--- config.mk ---
export PLATFORM = sky130hd
export DESIGN_NAME = serial_sub_ctrl
export DESIGN_NICKNAME = d
export VERILOG_FILES = /design/src/rtl/serial_sub_pkg.sv /design/src/rtl/serial_sub_ctrl_fs_cell.sv /design/src/rtl/serial_sub_ctrl.sv
export SDC_FILE = /design/constraint.sdc
export NUM_CORES = 1
export LEC_CHECK = 0
export ABC_AREA = 1
export BUFFER_PORTS_ARGS = -buffer_cell sky130_fd_sc_hd__buf_2
export CAP_MARGIN = 10
export CORE_MARGIN = 2
export CORE_UTILIZATION = 48
export CTS_CLUSTER_DIAMETER = 50
export CTS_CLUSTER_SIZE = 14
export DETAILED_ROUTE_END_ITERATION = 12
export GPL_ROUTABILITY_DRIVEN = 0
export PLACE_DENSITY_LB_ADDON = 0.25
export SLEW_MARGIN = 30
export SYNTH_ARGS = -nofsm -noshare
export SYNTH_HDL_FRONTEND = slang
export SYNTH_SLANG_ARGS = --single-unit
--- constraint.sdc ---
create_clock -name clk -period 1.4 [get_ports clk]
set_input_delay 0.07 -clock clk [delete_from_list [all_inputs] [get_ports clk]]
set_output_delay 0.07 -clock clk [all_outputs]
set_load 0.01 [all_outputs]
--- src/rtl/serial_sub_pkg.sv ---
// Shared types and helpers for the bit-serial subtractor.
package serial_sub_pkg;

  typedef enum logic [1:0] {
    IDLE = 2'd0,
    RUN  = 2'd1,
    DONE = 2'd2
  } sub_state_e;

  // Width of a counter that can hold the values 0..width.
  function automatic int cnt_width(input int width);
    return (width < 1) ? 1 : $clog2(width + 1);
  endfunction

endpackage

--- src/rtl/serial_sub_ctrl_fs_cell.sv ---
// Purely combinational 1-bit full subtractor: d = x - y - bi, bo = borrow out.
module fs_cell (
  input  logic x,
  input  logic y,
  input  logic bi,
  output logic d,
  output logic bo
);

  assign d  = x ^ y ^ bi;
  assign bo = (~x & (y | bi)) | (y & bi);

endmodule

--- src/rtl/serial_sub_ctrl.sv ---
// Bit-serial a - b - bin, LSB first; result valid WIDTH cycles after accept, held until out_ready.
// One operation in flight, inputs ignored outside IDLE; SERIAL_SUB_SAT_EN clamps underflow to 0.
module serial_sub_ctrl
  import serial_sub_pkg::*;
#(
  parameter int WIDTH = 8
) (
  input  logic             clk,
  input  logic             rst_n,
  input  logic             in_valid,
  output logic             in_ready,
  input  logic [WIDTH-1:0] a,
  input  logic [WIDTH-1:0] b,
  input  logic             bin,
  output logic             out_valid,
  input  logic             out_ready,
  output logic [WIDTH-1:0] diff,
  output logic             bout,
  output logic             busy
);

  localparam int CNT_W = cnt_width(WIDTH);

  sub_state_e         state_q;
  logic [WIDTH-1:0]   a_sh_q;
  logic [WIDTH-1:0]   b_sh_q;
  logic [WIDTH-1:0]   diff_q;
  logic               bout_q;
  logic               borrow_q;
  logic [CNT_W-1:0]   cnt_q;

  logic               cell_d;
  logic               cell_bo;
  logic               last_bit;
  logic [WIDTH:0]     diff_cat;
  logic [WIDTH-1:0]   diff_d;

  fs_cell u_cell (
    .x  (a_sh_q[0]),
    .y  (b_sh_q[0]),
    .bi (borrow_q),
    .d  (cell_d),
    .bo (cell_bo)
  );

  // New bit enters at the MSB; after WIDTH shifts bit 0 has reached the LSB.
  assign diff_cat = {cell_d, diff_q};
  assign diff_d   = diff_cat[WIDTH:1];
  assign last_bit = (cnt_q == CNT_W'(WIDTH - 1));

  always_ff @(posedge clk or negedge rst_n) begin
    if (!rst_n) begin
      state_q  <= IDLE;
      a_sh_q   <= '0;
      b_sh_q   <= '0;
      diff_q   <= '0;
      bout_q   <= 1'b0;
      borrow_q <= 1'b0;
      cnt_q    <= '0;
    end else begin
      case (state_q)
        IDLE: begin
          if (in_valid) begin
            a_sh_q   <= a;
            b_sh_q   <= b;
            borrow_q <= bin;
            cnt_q    <= '0;
            diff_q   <= '0;
            state_q  <= RUN;
          end
        end
        RUN: begin
          a_sh_q   <= a_sh_q >> 1;
          b_sh_q   <= b_sh_q >> 1;
          borrow_q <= cell_bo;
          cnt_q    <= cnt_q + CNT_W'(1);
`ifdef SERIAL_SUB_SAT_EN
          if (last_bit && cell_bo) begin
            diff_q <= '0;
          end else begin
            diff_q <= diff_d;
          end
`else
          diff_q   <= diff_d;
`endif
          if (last_bit) begin
            bout_q  <= cell_bo;
            state_q <= DONE;
          end
        end
        DONE: begin
          if (out_ready) begin
            state_q <= IDLE;
          end
        end
        default: state_q <= IDLE;
      endcase
    end
  end

  assign in_ready  = (state_q == IDLE);
  assign out_valid = (state_q == DONE);
  assign busy      = (state_q == RUN) || (state_q == DONE);
  assign diff      = diff_q;
  assign bout      = bout_q;

endmodule

# After elaboration in Yosys (flattened, before gate mapping)
# Cells that the tools add are included.
# W data, S select, Z words.
word_totals:
  register_bits: 32
  input_bits: 21
  out_inout_bits: 12
  elab_cells: 41
classes:
  add_sub_neg: 1
  eq_ne: 6
  mux: 14
  bitwise_logic: 7
  n_reduce_logical: 6
op_table:
  columns: ["operator", "n"]
  rows:
  - ["$pmux W8 S2", 3]
  - ["$mux W8", 3]
  - ["$pmux W4 S2", 1]
  - ["$mux W2", 3]
  - ["$pmux W2 S3", 1]
  - ["$add A4 B1 Y4 const B", 1]
  - ["$eq A4 B3 Y1 const B", 1]
  - ["$mux W4", 1]
  - ["$ne A2 B2 Y1 const B", 2]
  - ["$reduce_and A2 Y1", 2]
  - ["$reduce_and A3 Y1", 1]
  - ["$and A1 B1 Y1", 2]
  - ["$eq A2 B1 Y1 const B", 1]
  - ["$eq A2 B2 Y1 const B", 1]
  - ["$logic_not A2 Y1", 1]
  - ["$ne A2 B1 Y1 const B", 1]
  - ["$or A1 B1 Y1", 2]
  - ["$pmux W1 S2", 1]
  - ["$reduce_bool A2 Y1", 1]
  - ["$xor A1 B1 Y1", 2]
  - ["$logic_or A1 B1 Y1", 1]
  - ["$mux W1", 1]
  - ["$not A1 Y1", 1]

# Longest topological paths before layout
# Gate-level depths: netlist of run 1.
logic_depth:
  word_depth: 4
  mapped_depth: 9
  depth_no_buf: 8

# Hierarchy
# A second synthesis of run 1 with hierarchy kept.
hier_totals:
  hier_cells: 177
  hier_area_um2: 1571.5
by_module_without_submodules:
  columns: ["mod", "n_inst", "cells_per_inst", "area_each_um2", "seq_area_each_um2"]
  rows:
  - ["serial_sub_ctrl", 1, 174, 1544.0, 800.8]
  - ["fs_cell", 1, 3, 27.5, 0.0]

# Worst setup path after synthesis of run 1
# Ideal clock, no wire load.
synth_path:
  path_type: "register to register"
  from: "register state_q[0]"
  to: "register cnt_q[2]"
  setup_time_ns: 0.119
  t_arrival_ns: 1.236
  required_time_ns: 1.281
  slack_ns: 0.045
  stages_incl_launch_ff: 9
  path_buffers: 1
  synth_period_minus_slack_ns: 1.355
  path_cell_list: "dfrtp_1 -> inv_1 -> ha_1 -> inv_1 -> nand2_1 -> nand2_4 -> buf_6 -> a21oi_1 -> nor2_1"
synth_between:
  elab_chain_cells: 3
  elab_cells_between_ends: 6
  classes_between: "eq/ne (2); mux (1); reduce/logical (3)"
synth_rtl:
  columns: ["element", "line_no", "rtl"]
  rows:
  - ["start, declared", "serial_sub_ctrl.sv:24", "sub_state_e state_q;"]
  - ["start signal, assigned", "serial_sub_ctrl.sv:53", "state_q <= IDLE;"]
  - ["start signal, assigned", "serial_sub_ctrl.sv:69", "state_q <= RUN;"]
  - ["start signal, assigned", "serial_sub_ctrl.sv:88", "state_q <= DONE;"]
  - ["$logic_not A2 Y1 *", null, null]
  - ["named net in_ready", "serial_sub_ctrl.sv:11", "output logic in_ready,"]
  - ["$ne A2 B2 Y1 (no source line) or $reduce_bool A2 Y1 (tied branches)", null, null]
  - ["$reduce_and A2 Y1 (no source line)", null, null]
  - ["end signal, assigned", "serial_sub_ctrl.sv:76", "cnt_q <= cnt_q + CNT_W'(1);"]
  - ["end, declared", "serial_sub_ctrl.sv:30", "logic [CNT_W-1:0] cnt_q;"]
# Mark *: on every way through the listed nets, which the timed path passes. The rest lies on a longest branch.
# A chain may end at the register's enable or synchronous reset.

# Worst setup path after layout of run 1
layout_path:
  from: "register state_q[0]"
  to: "register a_sh_q[6]"
layout_between:
  elab_chain_cells: 3
  elab_cells_between_ends: 6
  classes_between: "eq/ne (2); mux (1); reduce/logical (3)"
layout_rtl:
  columns: ["element", "line_no", "rtl"]
  rows:
  - ["$eq A2 B1 Y1 or $logic_not A2 Y1 (tied branches)", "serial_sub_ctrl.sv:61", "case (state_q)"]
  - ["$reduce_bool A2 Y1 (no source line) or $ne A2 B2 Y1 (tied branches)", null, null]
  - ["$reduce_and A2 Y1 (no source line)", null, null]
  - ["end signal, assigned", "serial_sub_ctrl.sv:73", "a_sh_q <= a_sh_q >> 1;"]
  - ["end, declared", "serial_sub_ctrl.sv:25", "logic [WIDTH-1:0] a_sh_q;"]
# Several ways; a longest one is shown, not always the timed one.

==> results.txt, run 1 <==
----------------------------------------------------
[Clocking]
  Number of clock buffers inserted by TritonCTS ... 5
  Clock tree buffer depth ... 2
  Clock latency reported for the late side of the worst-skew pair ... 330 ps
  Clock tree from TritonCTS ... done
  H-tree levels ... 2
  Sink count of the clock tree ... 32
  Worst-path clk slew ... approximately 100 ps
  Buffer type at the clock tree root ... sky130_fd_sc_hd__clkbuf_4

[Critical path]
  Kind of capture point of the worst setup path ... flop
  Maximum fanout along the worst path ... 12
  Crit path buf inv count ... 1
  Kind of start point of the critical path ... flop
  Data required time of the worst path ... 1610 ps
  Crit path largest cell delay ... ~440 ps
  CP arrival ... approximately 1600 ps
  Critical path type ... reg2reg
  Kind of cell adding the most delay to the critical path ... flip-flops
  CP max-delay cell ... sky130_fd_sc_hd__dfrtp_1
  Critical path, cell by cell ... ha_4, buf_8, or2_2, o211ai_1, nand2_1

[STA]
  Hold violation total from the final report ... 0
  Setup clock skew after layout ... around 8.5 ps
  Number of max-slew violations in the final report ... 0
  Min setup slack post-route ... 38.3 ps
  Setup_tns ... 0 ps
  Worst Hold Margin ... 51.2 ps
  Max Clk Rate ... roughly 0.73 GHz
  Max-slew headroom at the worst pin ... 54.0%
  Final-report setup violation count ... 0
  Transition time of the tightest slew-check pin ... 689 ps
  Final critical delay including setup and external delays ... around 1400 ps
  Part of the cycle the worst path needs ... between 90 and 100%
  Unrepaired setup endpoints after global routing ... yes

[GRT]
  Pin count of the biggest net entering global routing ... 33
  Leftover overflow at the end of global routing ... 0
  Via count of the first global-routing pass ... roughly 1200
  Initial antenna violation count ... 0
  Global-route wire length before repair ... between 5 and 6 mm
  Overall fraction of global-route tracks in use ... 18.8%

[Logic synthesis]
  Dominant combinational cell family by area after synthesis ... simple AND/OR/NAND/NOR gates
  Synthesized flop and latch total ... 32
  Fraction of the yosys area taken by sequential cells ... 50.5%
  Mean post-synth cell area ... just over 9 um^2
  Synth Area in Simple Gates ... approximately 22%
  Mapped Area ... 1590 um^2
  Synthesized-area fraction occupied by adder cells ... 4.42%
  Complex-gate fraction of the synthesized area ... 12.9%
  Syn_nets ... 201
  Synth Instances ... 175
  Xor-xnor portion of the synthesized cell area ... 0%
  Number of distinct library cells after synthesis ... 23
  Yosys warnings ... 0
  Portion of netlist area occupied by mux cells ... 0%

[Power]
  Leakage power ... 0.00103 uW
  Part of the power in registers ... roughly a third
  Combinational share of power ... 53.0%
  Share of power burned in the clock network ... between 10% and 20%
  Total power draw ... 4500 uW
  Reported net switching power ... 1870 uW
  Internal portion of total power ... 2630 uW
  Ratio of total power to cell area ... 2270 nW/um^2
  Worst IR Drop VDD ... 1.35 mV
  Switching share of total power ... 41.5%

[Worst hold path]
  Path category of the worst min-delay check ... in2reg

[Detailed routing]
  Count of nets left with antenna violations after detail routing ... 0
  Total length of routed wires ... 3.21 mm
  Average wire per cell in the routed design ... ~12 um
  Number of DRC markers in iteration 0 ... 37
  DR pass1 iterations ... 4
  Post-detailed-route via-to-cell ratio ... 4.91
  # DRC ... 0
  Routed via count ... 1300

[Floorplan]
  Chip Width ... 61.5 um
  Io pins ... 33
  Die boundary height ... 61.5 um
  Area of the die ... 3780 um^2
  Number of placement rows ... 20
  Starting Density ... between 50% and 60%
  Std-Cell Core Area ... approximately 3100 um^2

[Place]
  Placement Setup Slack ... -55.1 ps
  Detailed-placement wirelength estimate ... 2.18 mm
  Count of port buffers added during placement ... 32

[Final layout]
  Ratio of cells with drive above 1 in the final layout ... 33.0%
  Antenna diodes ... 0
  P&R area growth vs syn ... 24.9%
  Final-stage net count ... around 250
  Highest-count cells in the layout ignoring fill and taps ... 53 x sky130_fd_sc_hd__nand2_1, 32 x sky130_fd_sc_hd__dfrtp_1, 32 x sky130_fd_sc_hd__buf_2
  Commonest non-fill, non-tap cell in the layout ... sky130_fd_sc_hd__nand2_1
  Utilization after layout ... 63.8%

[Run status]
  Run status ... finished clean

[Job]
  Max-cap viol count ... 0

----------------------------------------------------
cell usage after synthesis, drive strengths merged:
library cell	number	area, um^2
nand2	57	224
dfrtp	32	801
inv	21	81.3
o211ai	13	113
or2	12	75.1
o21ai	9	45.0
buf	7	76.3
nand3	7	35.0
o22ai	6	37.5
ha	4	50.1
nor2	3	11.3
a21oi	2	10.0
fa	1	20.0
nand4	1	6.26
power by group through the flow:
stage	registers [uW]	logic [uW]	clock network (uW)
after floorplan	1580	1580	0
after CTS	1570	2130	551
after detailed placement	1580	2030	0
after global placement	1560	1950	0
after global routing	1630	2690	601
final	1580	2390	536
metrics by stage:
step           instance area [um^2]  cells
3_3_place_gp                   1770    249
5_1_grt                        1980    265
4_1_cts                        1890    263
3_5_place_dp                   1770    249
6_report                       1980    265
2_1_floorplan                  1590    175
per-layer routing:
layer  track usage, %  wire length, um
met1             22.8             1410
met2             32.1             1620
met3             6.30              152
met4             5.47               34
met5                0                0
timing repair:
item / CTS / global route
setup buffers: 3 / 0
resized for setup: 2 / 16
setup endpoints to repair: 23 / 27
hold buffers: 3 / 1
hold endpoints to repair: 34 / 1
cloned: 0 / 1
pin swaps: 2 / 9
layout make-up:
cell class                      instances  area, um^2
Clock buffer                            6        51.3
Clock inverter                          2        10.0
Fill cell                             274        1120
Inverter                               21        86.3
Multi-Input combinational cell        115         664
Sequential cell                        32         801
Tap cell                               44        55.1
Timing Repair Buffer                   45         313
worst paths after layout:
path | start | endpoint | slack (ps) | depth (start not counted)
max | state_q[0] | a_sh_q[6] | 40 | 5
min | b[0] | b_sh_q[0] | 50 | 5
max reg2reg | state_q[0] | a_sh_q[6] | 40 | 5
min reg2reg | a_sh_q[6] | a_sh_q[6] | 480 | 2
max in group asynchronous | rst_n | b_sh_q[1] | 640 | 2
min in group asynchronous | rst_n | state_q[1] | 310 | 2
worst min-delay path, stage by stage:
cell and delay [ps]:
sky130_fd_sc_hd__buf_2 80, sky130_fd_sc_hd__nand2_1 40, sky130_fd_sc_hd__nand2_1 50, sky130_fd_sc_hd__nand2_1 40, sky130_fd_sc_hd__o21ai_1 60
registers in the layout (all words and copies together), names as in the netlist:
| name | cells |
|---|---|
| a_sh_q | 8 |
| b_sh_q | 8 |
| diff | 8 |
| cnt_q | 4 |
| state_q | 2 |
| borrow_q | 1 |
| bout | 1 |
logic make-up after synthesis:
| group | after synthesis |
|---|---|
| AO/OA/AOI/OAI | 30 |
| buffers and inverters | 28 |
| adder cells (fa/ha/maj) | 5 |
| AND/OR/NAND/NOR | 80 |
| flip-flops | 32 |
(Power assumes the default switching activity.)
==> run 2, diff against run 1 <==
--- a/config.mk
+++ b/config.mk
@@ -8,8 +8,10 @@
 export ABC_AREA = 1
 export BUFFER_PORTS_ARGS = -buffer_cell sky130_fd_sc_hd__buf_2
 export CAP_MARGIN = 10
+export CELL_PAD_IN_SITES_DETAIL_PLACEMENT = 0
+export CELL_PAD_IN_SITES_GLOBAL_PLACEMENT = 1
 export CORE_MARGIN = 2
-export CORE_UTILIZATION = 48
+export CORE_UTILIZATION = 36
 export CTS_CLUSTER_DIAMETER = 50
 export CTS_CLUSTER_SIZE = 14
 export DETAILED_ROUTE_END_ITERATION = 12
==> run 2 against run 1 <==
Net effect: core utilization decreased by 16 points; final area is 2.7% higher; global-route usage decreased by 4.9 points; critical endpoint is now a_sh_q[0]; clock skew shrank 5.3 ps; first-iteration DRC count shrank 27%; highest routed layer unchanged; wire length increased by 3.2%; sequential cell count unchanged; hold slack lost 36 ps; cell count is 2.6% higher.
==> results.txt, run 2 (synthesis gave the netlist of run 1 again) <==
----------------------------------------------------
[Final layout]
  Ratio of cells with drive above 1 in the final layout ... 34.5% (+1.5 points)
  Area of all placed cells without fillers ... 2030 um^2 (+2.7%)
  Sequential cell area ... 801 um^2 (unchanged)
  Antenna diodes ... 0 (unchanged)
  Layout filler cell count ... 408 (+49%)
  Commonest non-fill, non-tap cell in the layout ... sky130_fd_sc_hd__nand2_1
  Highest-count cells in the layout ignoring fill and taps ... 52 x sky130_fd_sc_hd__nand2_1, 32 x sky130_fd_sc_hd__dfrtp_1, 32 x sky130_fd_sc_hd__buf_2
  Final-stage net count ... 245 (-0.41%)
  Multi-input combinational cell area ... 687 um^2 (+3.4%)
  P&R area growth vs syn ... 28.3%

[Run status]
  Run status ... finished clean

[STA]
  Hold violation total from the final report ... 0 (unchanged)
  Max Clk Rate ... 0.738 GHz (+0.46%)
  Final-report setup violation count ... 0 (unchanged)
  Number of max-slew violations in the final report ... 0 (unchanged)
  Final critical delay including setup and external delays ... 1360 ps (-6.22 ps)
  Part of the cycle the worst path needs ... 96.8% (-0.44 points)
  Unrepaired setup endpoints after global routing ... yes
  Transition time of the tightest slew-check pin ... 415 ps (-274 ps)
  Max-slew headroom at the worst pin ... 72.3% (+18 points)
  Setup_tns ... 0 ps (unchanged)
  Setup clock skew after layout ... 3.14 ps (-5.34 ps)

[Critical path]
  Crit path buf inv count ... 1 (unchanged)
  Crit path largest cell delay ... 430 ps (about the same)
  Kind of cell adding the most delay to the critical path ... flip-flops
  CP arrival ... 1520 ps (-60 ps)
  Kind of capture point of the worst setup path ... flop
  Maximum fanout along the worst path ... 18 (+6)
  Critical path, cell by cell ... ha_4, buf_12, or2_2, o211ai_1, nand2_1
  Kind of start point of the critical path ... flop
  Data required time of the worst path ... 1570 ps (-40 ps)
  Critical path type ... reg2reg
  CP max-delay cell ... sky130_fd_sc_hd__dfrtp_1

[GRT]
  Initial antenna violation count ... 0 (unchanged)
  Global routing usage on met1 ... 17.7% (-5.2 points)
  Overall fraction of global-route tracks in use ... 14.0% (-4.9 points)
  Global-route wire length before repair ... 5.49 mm (+6.9%)
  Via count of the first global-routing pass ... 1272 (+3.4%)
  Pin count of the biggest net entering global routing ... 33 (unchanged)
  Most used routing layer ... met2
  Global Route met2 Usage ... 23.3% (-8.8 points)
  Leftover overflow at the end of global routing ... 0 (unchanged)
  Met3 routing resource usage after global routing ... 3.17% (-3.1 points)

[Power]
  Switching share of total power ... 40.4% (-1.1 points)
  Worst IR Drop VDD ... 0.816 mV (-40%)
  Internal portion of total power ... 2860 uW (+8.7%)
  Leakage power ... 0.00105 uW (+2.1%)
  Combinational share of power ... 52.2% (-0.8 points)
  Share of power burned in the clock network ... 15.1% (+3.2 points)
  Reported net switching power ... 1940 uW (+3.8%)
  Ratio of total power to cell area ... 2360 nW/um^2 (+3.9%)
  Part of the power in registers ... 32.7% (-2.3 points)

[Worst hold path]
  Path category of the worst min-delay check ... in2reg

[Clocking]
  Sink count of the clock tree ... 32 (unchanged)
  Clock latency reported for the late side of the worst-skew pair ... 280 ps (-50 ps)
  H-tree levels ... 2 (unchanged)
  Clock tree from TritonCTS ... done
  Clock tree buffer depth ... 2 (unchanged)
  Number of clock buffers inserted by TritonCTS ... 5 (unchanged)
  Worst-path clk slew ... 70 ps (-30 ps)
  Buffer type at the clock tree root ... sky130_fd_sc_hd__clkbuf_8

[Job]
  Max-cap viol count ... 0 (unchanged)

[Detailed routing]
  Average wire per cell in the routed design ... 12.2 um (+0.52%)
  Count of nets left with antenna violations after detail routing ... 0 (unchanged)
  Post-detailed-route via-to-cell ratio ... 4.72 (-3.8%)
  # DRC ... 0 (unchanged)
  DR pass1 iterations ... 4 (unchanged)
  Number of DRC markers in iteration 0 ... 27 (-27%)
  Total length of routed wires ... 3.32 mm (+3.2%)
  Routed via count ... 1283 (-1.3%)

[Floorplan]
  Die boundary height ... 70.4 um (+14%)
  Chip Width ... 70.4 um (+14%)
  Std-Cell Core Area ... 4290 um^2 (+38%)
  Io pins ... 33 (unchanged)
  Starting Density ... 36.9% (-14 points)
  Number of placement rows ... 24 (+20%)
  Area of the die ... 4950 um^2 (+31%)

[Place]
  Count of port buffers added during placement ... 32 (unchanged)
  Detailed-placement wirelength estimate ... 2.27 mm (+4.1%)
  Total cell area at the placement stage ... 1830 um^2 (+3.2%)

----------------------------------------------------
-- run 2: cell types whose count changed in the layout (fill, tap and decap cells not counted), sizes merged --
| cell | previous run | this run |
|---|---|---|
| dlygate4sd3 | 4 | 1 |
| buf | 40 | 41 |
| nand2 | 57 | 58 |
-- run 2: layout make-up --
class / count / share of cell area [%]
Tap cell: 52 / 3.20
Sequential cell: 32 / 39.4
Inverter: 21 / 4.37
Multi-Input combinational cell: 116 / 33.8
Clock buffer: 6 / 4.06
Timing Repair Buffer: 43 / 14.8
Clock inverter: 2 / 0.492
-- run 2: worst reg2reg max path, cell delays in order (launching register included) --
cell and delay [ps]:
sky130_fd_sc_hd__dfrtp_1 430, sky130_fd_sc_hd__ha_4 210, sky130_fd_sc_hd__buf_12 150, sky130_fd_sc_hd__or2_2 290, sky130_fd_sc_hd__o211ai_1 100, sky130_fd_sc_hd__nand2_1 70
-- run 2: what timing repair did --
action                                  CTS  global route
pin swaps                                 2             4
setup buffers                             0             1
hold endpoints to repair                 32             0
gates cloned                              1             1
hold buffers                              1             0
resized for setup                         5            15
endpoints found under the setup margin   13            30
-- run 2: worst paths after layout --
check / startpoint / end / slack (ps) / cells past startpoint
worst min register to register: a_sh_q[5] / a_sh_q[5] / 480 / 2
worst max-delay path: state_q[0] / a_sh_q[0] / 40 / 5
worst min-delay path: a[7] / a_sh_q[7] / 20 / 3
worst max register to register: state_q[0] / a_sh_q[0] / 40 / 5
max in group asynchronous: rst_n / diff[0] / 760 / 3
min in group asynchronous: rst_n / cnt_q[0] / 340 / 3
-- run 2: layer usage --
| metal | routed length, um | share of wire [%] |
|---|---|---|
| met1 | 1560 | 47 |
| met2 | 1590 | 48 |
| met3 | 129 | 3.9 |
| met4 | 42 | 1.3 |
| met5 | 0 | 0 |
-- run 2: stage by stage --
step / utilization, % / power [uW] / worst slack [ps] / hold slack (ps) / cells
2_1_floorplan: - / 3160 / 45.4 / -226 / 175
3_3_place_gp: 42.7 / 3690 / 6.23 / 114 / 260
3_5_place_dp: 42.7 / 3780 / -33.5 / 120 / 260
4_1_cts: 45.7 / 4600 / 6.03 / 8.91 / 270
5_1_grt: 47.4 / 5210 / -21.4 / 29.4 / 272
6_report: 47.4 / 4800 / 44.5 / 15.2 / 272
-- run 2: power groups by stage --
| stage | Sequential, uW | Combinational [uW] | Clock, uW |
|---|---|---|---|
| after detailed placement | 1570 | 2210 | 0 |
| after floorplan | 1580 | 1580 | 0 |
| after CTS | 1560 | 2290 | 747 |
| after global routing | 1620 | 2800 | 789 |
| after global placement | 1560 | 2140 | 0 |
| final | 1570 | 2510 | 724 |
